<file path="src/rtl/hit_arbiter.sv">
// Timestamps rising-edge hits per channel and serializes them through a round-robin valid/ready port.
// Optional HIT_LOST_COUNT_EN builds the saturating dropped-hit counter; otherwise lost_cnt reads 0.
module hit_arbiter #(
  parameter int N_CH = 4,
  parameter int TS_W = 32,
  localparam int CH_W = $clog2(N_CH)
) (
  input  logic            clk,
  input  logic            aresetn,
  input  logic [N_CH-1:0] ch_in,
  input  logic            enable,
  input  logic            lost_clr,
  output logic            ev_valid,
  input  logic            ev_ready,
  output logic [CH_W-1:0] ev_ch,
  output logic [TS_W-1:0] ev_ts,
  output logic [N_CH-1:0] lost_flags,
  output logic [15:0]     lost_cnt
);

  typedef enum logic {IDLE, PRESENT} state_t;

  state_t          state, state_next;
  logic [N_CH-1:0] s1, s2, hit_edge, pending, grant_vec, loss;
  logic [TS_W-1:0] ts_cnt;
  logic [TS_W-1:0] ts_slot [N_CH];
  logic [CH_W-1:0] rr_ptr, grant_idx;
  logic            grant;

  assign hit_edge = s1 & ~s2 & {N_CH{enable}};
  // A slot being granted this cycle is free for a new edge, so that is not a loss.
  assign loss     = hit_edge & pending & ~grant_vec;
  assign ev_valid = (state == PRESENT);

  always_comb begin
    logic [CH_W-1:0] idx;
    idx       = '0;
    grant     = 1'b0;
    grant_idx = '0;
    grant_vec = '0;
    if (state == IDLE) begin
      for (int k = 0; k < N_CH; k++) begin
        idx = CH_W'((int'(rr_ptr) + k) % N_CH);
        if (!grant && pending[idx]) begin
          grant     = 1'b1;
          grant_idx = idx;
        end
      end
    end
    if (grant) grant_vec[grant_idx] = 1'b1;
  end

  always_comb begin
    state_next = state;
    case (state)
      IDLE:    if (grant) state_next = PRESENT;
      PRESENT: if (ev_ready) state_next = IDLE;
      default: state_next = IDLE;
    endcase
  end

  always_ff @(posedge clk or negedge aresetn) begin
    if (!aresetn) state <= IDLE;
    else          state <= state_next;
  end

  always_ff @(posedge clk or negedge aresetn) begin
    if (!aresetn) begin
      s1         <= '0;
      s2         <= '0;
      ts_cnt     <= '0;
      pending    <= '0;
      rr_ptr     <= '0;
      ev_ch      <= '0;
      ev_ts      <= '0;
      lost_flags <= '0;
      for (int i = 0; i < N_CH; i++) ts_slot[i] <= '0;
    end else begin
      s1         <= ch_in;
      s2         <= s1;
      ts_cnt     <= ts_cnt + 1'b1;
      pending    <= (pending & ~grant_vec) | hit_edge;
      lost_flags <= (lost_clr ? '0 : lost_flags) | loss;
      for (int i = 0; i < N_CH; i++) begin
        if (hit_edge[i] && !loss[i]) ts_slot[i] <= ts_cnt;
      end
      if (grant) begin
        ev_ch  <= grant_idx;
        ev_ts  <= ts_slot[grant_idx];
        rr_ptr <= (int'(grant_idx) == N_CH - 1) ? '0 : grant_idx + 1'b1;
      end
    end
  end

`ifdef HIT_LOST_COUNT_EN
  localparam int LN_W = $clog2(N_CH + 1);

  logic [LN_W-1:0] loss_num;
  logic [16:0]     cnt_sum;
  logic [15:0]     lost_cnt_r;

  always_comb begin
    loss_num = '0;
    for (int i = 0; i < N_CH; i++) loss_num = loss_num + LN_W'(loss[i]);
  end

  assign cnt_sum = (lost_clr ? 17'd0 : {1'b0, lost_cnt_r}) + 17'(loss_num);

  always_ff @(posedge clk or negedge aresetn) begin
    if (!aresetn) lost_cnt_r <= '0;
    else          lost_cnt_r <= cnt_sum[16] ? 16'hFFFF : cnt_sum[15:0];
  end

  assign lost_cnt = lost_cnt_r;
`else
  assign lost_cnt = '0;
`endif

endmodule

</file>
<file path="config.mk">
export PLATFORM = sky130hd
export DESIGN_NAME = hit_arbiter
export DESIGN_NICKNAME = d
export VERILOG_FILES = /design/src/rtl/hit_arbiter.sv
export SDC_FILE = /design/constraint.sdc
export NUM_CORES = 1
export LEC_CHECK = 0
export ABC_AREA = 1
export CAP_MARGIN = 5
export CORE_MARGIN = 2
export CORE_UTILIZATION = 40
export CTS_CLUSTER_DIAMETER = 150
export CTS_CLUSTER_SIZE = 25
export DETAILED_ROUTE_END_ITERATION = 16
export HOLD_SLACK_MARGIN = 0.02
export PLACE_DENSITY = 0.66
export RECOVER_POWER = 100
export SYNTH_ARGS = -nofsm -noshare
export SYNTH_HDL_FRONTEND = slang
export SYNTH_SLANG_ARGS = --single-unit
</file>
<file path="constraint.sdc">
create_clock -name clk -period 2.7 [get_ports clk]
set_input_delay 0.27 -clock clk [delete_from_list [all_inputs] [get_ports clk]]
set_output_delay 0.27 -clock clk [all_outputs]
set_load 0.05 [all_outputs]
</file>
Yosys cells after proc, flatten, opt, wreduce, memory -nomap -nowiden. Cells that the tools add are included.

Word-level logic and storage cells: 84. Register bits after elaboration: 213. Output and inout port bits: 55.

Muxes and demuxes: 32. Reductions and logical operators: 15. $add $sub $neg: 5. Order comparisons: 7. Equality and inequality tests: 1. Bitwise logic cells: 11.

Operators by type and width (count): binary-select mux 32 bit (select 2 bit) (1); 2-to-1 mux 32 bit (2); adder 32 x 1 -> 32 bit, second input constant (1); bitwise AND 4 bit (5); less-than comparator 2 x 3 -> 1 bit, second input constant (5); 2-to-1 mux 1 bit (15); 2-to-1 mux 2 bit (6); binary-select mux 1 bit (select 2 bit) (4); logical AND 1 bit (8); 2-to-1 mux 4 bit (2); inverter 4 bit (2); bitwise OR 4 bit (2); zero test 1 bit (7); adder 2 x 1 -> 2 bit, second input constant (2); adder 2 bit, second input constant (2); >= comparator 3 bit, second input constant (1); inverter 2 -> 3 bit (1); demux 1 bit (select 2 bit) (1); equality test 2 x 1 -> 1 bit, second input constant (1); >= comparator 2 x 1 -> 1 bit, second input constant (1); one-hot mux 1 bit (2 select lines) (1); inverter 1 bit (1).

Depth between registers and ports, before layout.
Depth after elaboration: 25. Gate-level depth with buffers: 20. Gate-level depth less buffers: 17.

Worst setup path before layout. OpenSTA, ideal clock, no wires.

Path kind: reg-to-reg. Start: register rr_ptr[0]. End: register ts_slot[4] (netlist bit). Stages on the path, launching flop included: 19. Setup slack: 0.434 ns. Buffers on the path: 3. Arrival time: 2.138 ns. Clock period less this slack: 2.266 ns. Library setup time: 0.129 ns. Path through: dfrtp_1 buf_6 inv_6 nand2_1 nand3_1 nand2_1 nor2_4 nand3_1 nand2_2 inv_4 nand2_2 buf_6 inv_1 ha_1 nand2_1 nand2_2 nand2_2 buf_2 o21ai_0.

Longest elaborated chain between the ends: 25. Elaborated cells on any way between the ends: 40. Classes of those cells: add/sub: 3; order compare: 2; mux: 24; bitwise: 2; reduce/logical: 9.

Ends and longest elaborated chain: from (decl) (line 27) `logic [CH_W-1:0] rr_ptr, grant_idx;`; from (signal assigned) (line 90) `rr_ptr <= (int'(grant_idx) == N_CH - 1) ? '0 : grant_idx + 1'b1;`; binary-select mux 1 bit (select 2 bit) (line 44) `if (!grant && pending[idx]) begin`; 2-to-1 mux 1 bit (not written as such) (line 44); 2-to-1 mux 1 bit (line 44); 2-to-1 mux 1 bit (line 41) `if (state == IDLE) begin`; zero test 1 bit (line 44); logical AND 1 bit (line 44); 2-to-1 mux 1 bit (line 44); 2-to-1 mux 1 bit (line 41); [... 8 more ...]; via grant_idx[0] (line 27); [... 1 more ...]; logical AND 1 bit (not written as such) (line 50) `if (grant) grant_vec[grant_idx] = 1'b1;`; 2-to-1 mux 1 bit (not written as such) (line 50); demux 1 bit (select 2 bit) * (line 50); 2-to-1 mux 4 bit * (line 50); inverter 4 bit * (line 32) `assign loss = hit_edge & pending & ~grant_vec;`; bitwise AND 4 bit * (line 32); zero test 1 bit * (line 85) `if (hit_edge[i] && !loss[i]) ts_slot[i] <= ts_cnt;`; logical AND 1 bit * (line 85); to (signal, indexed assignment) (line 85); to (decl) (line 26) `logic [TS_W-1:0] ts_slot [N_CH];`.

Mark *: on every way through the listed nets, which the timed path passes. The rest lies on a longest branch. The select of a mux whose other input is x is not followed. A chain may end at the register's enable or synchronous reset.

Worst setup path after layout.
Start: register rr_ptr[0]. End: register ts_slot[82] (netlist bit).

The elaborated chain is that of the path after synthesis.

==> flow_summary.ini <==
[final_layout]
final_common_cell = nand2_1
nets = 1277
final_cell_mix = nand2_1, dfrtp_1, inv_1
antenna_cells = 0
drive_gt1_share_pct = 5.226
area_growth_syn_to_layout_pct = 10.78
final_util_pct = 44.73

[power]
comb_power_share_pct = 47.0
finalPower_w = 0.01074
internal-power_w = 0.005869
pwr-share-seq_pct = 35.4
sw_frac_of_total_pct = 45.35
p_per_area_mw_per_mm2 = 964.6
p_sw_w = 0.004869
clkPwrFrac_pct = 17.6
power.leakage_nw = 5.568
vdd_ir_drop_max_uv = 791.2

[worst_setup_path]
crit_chain = clkbuf_2 > nand2_1 > nand2_1 > nand2_2 > nand2_2 > nor2_4 > nand3_1 > nand2_2 > inv_4 > nand2_2 > inv_1 > ha_1 > nand2_1 > nand2_1 > nand2_4 > buf_6 > o21ai_0
worstPathArrival_ps = 2860
critPathMaxFanout = 16
crit_path_max_incr_delay_ps = 470
startpoint_type = register
cp_slowest_cell = dfrtp_2
required_ps = 3050
crit_family = simple AND/OR/NAND/NOR gates
endpoint_kind = register
critPathBufInv = 4
path_class = reg -> reg

[logic_synthesis]
yosysSeqAreaShare_pct = 53.04
synth-seq-cells = 213
synth_top_area_share_pct = 53.04
syn_avg_cell_area_um2 = 8.151
synth_top_area_cell = dfrtp_1
synth_warnings = 0
netlist_area_mm2 = 0.01005
syn_inst = 1233
synth_area_leaders = dfrtp_1, nand2_1, inv_1, nand3_1, o21ai_0
yosys.cell_types.count = 31

[clocking]
cts_buffers = 12
cts-htree-levels = 1
clock_latency_ps = 470
path_clk_slew_ps = 100
cts_tree = yes
cts.sinks = 213
cts-root-buf = clkbuf_16
clock_path_buffers = 3

[route]
via_per_inst = 4.785
routedWlPerCell_um = 14.05
postRouteAntennaNets = 0
drt_iter0_drc = 552
first_pass_iters = 5
vias = 7622
drt-total-wl_um = 22390
drcViolationCount = 0

[worst_hold_path]
hold_path.class = in -> reg

[sta]
fin_crit_sh_pct = 92.93
finalHoldViolCount = 0
clock.fmax_ghz = 0.3986
slew_viol_final = 63
setup_viol = 0
setup_ws_ps = 191.0
worst_pin_slew_ps = 1614
period_needed_ps = 2509
fin_setup_tns_ps = 0
finalClockSkew_ps = 15.53
relSlewSlack_pct = -7.625

[global_routing]
grt_pass1_wl_um = 37580
antenna_found_initial = 0
grtUsageTotal_pct = 17.27
grt_max_degree = 68
grt_pass1_vias = 7450
overflow = 0

[floorplanning]
dieArea_mm2 = 0.02641
io_pins = 64
initial_core_util_pct = 40.37
num_rows = 58
core_region_area_mm2 = 0.02489
die_y_um = 162.5
die_x_um = 162.5

[placed_design]
globalplace.congestion = 0.8068
dp_slack_ps = 169.4
dpl.hpwl_um = 13690
portBuffers = 47

[run]
maxCapViolations = 1

[outcome]
violations = capacitance limit, slew limit
status = complete, but fails checks
power by group through the flow:
stage	clock (W)	sequential, W	combinational [W]
5_1_grt	0.00208	0.00385	0.00568
3_5_place_dp	0	0.00387	0.00509
2_1_floorplan	0	0.00441	0.00333
6_report	0.00189	0.00380	0.00505
4_1_cts	0.00196	0.00382	0.00512
3_3_place_gp	0	0.00387	0.00503
final cells by class:
type,count,area (µm²)
fillers,2422,13760
flip-flops and latches,213,5331
multi-input cells,775,3565
repair buffers,75,777.0
inverters,186,705.7
well taps,330,412.9
clock buffers,13,325.3
clock inverters,1,16.27
per-layer routing:
layer,GRT usage [%],vias up,wire [µm]
met5,0,-,0
met4,2.735,0,198
met3,2.063,18,916
met2,30.12,151,10730
met1,23.67,3633,10540
li1,-,3820,-
stage by stage:
step | std cells | cell area (µm²) | hold WS (ps)
after detailed placement | 1574 | 10780 | 306.0
after floorplan | 1248 | 10110 | -25.59
after global routing | 1593 | 11130 | 340.7
final | 1593 | 11130 | 349.0
after global placement | 1574 | 10780 | 304.6
after CTS | 1589 | 11130 | 226.6
flip-flops by register name, indices dropped and copies added (netlist names):
| name | cells |
|---|---|
| pending | 4 |
| ts_cnt | 32 |
| ev_ch | 2 |
| lost_flags | 4 |
| ev_ts | 32 |
| s2 | 4 |
| ev_valid | 1 |
| s1 | 4 |
| rr_ptr | 2 |
| ts_slot | 128 |
synthesized netlist by cell type:
library cell  number
clkbuf_1           3
nor3_1             7
o22ai_1            4
nand2_4            2
nand3_1          133
nor2_1            15
buf_6             11
a21oi_1            1
nor3_2             2
nor4_1             3
buf_4             25
nand3_2            1
o21ai_2            1
inv_2              1
nor4_2             1
nor2_4             2
nor2_2             4
inv_1            183
xor2_1            29
conb_1             1
buf_2             35
nand2_2           13
inv_6              1
o21ai_1           40
o21ai_0           90
ha_1               5
nand2_1          401
nand4_1            4
a31oi_1            1
inv_4              1
dfrtp_1          213
path summary, 6_finish.rpt:
kind / start / endpoint / slack, ps / depth (start not counted)
min in group asynchronous: aresetn / ts_cnt[28] / 750 / 2
max reg2reg: rr_ptr[0] / ts_slot[82] / 190 / 17
max in group asynchronous: aresetn / ts_slot[20] / 560 / 3
max: rr_ptr[0] / ts_slot[82] / 190 / 17
min reg2reg: s1[3] / s2[3] / 380 / 0
min: ch_in[0] / s1[0] / 350 / 1
what timing repair did:
| item | in CTS | in global routing |
|---|---|---|
| endpoints found under the hold margin | 59 | 0 |
| gates resized for setup | 0 | 3 |
| setup endpoints to repair | 0 | 133 |
| buffers inserted | 0 | 1 |
| hold buffers | 1 | 0 |
cells by family after synthesis:
logic type / after synthesis / share of synthesized area [%]
simple gates: 588 / 24.88
buf+inv: 260 / 11.98
flops: 213 / 53.04
compound gates: 137 / 6.922
xor+xnor: 29 / 2.527
fa+ha+maj: 5 / 0.6225
other cells: 1 / 0.03731
Power figures use the tool's default switching activity.
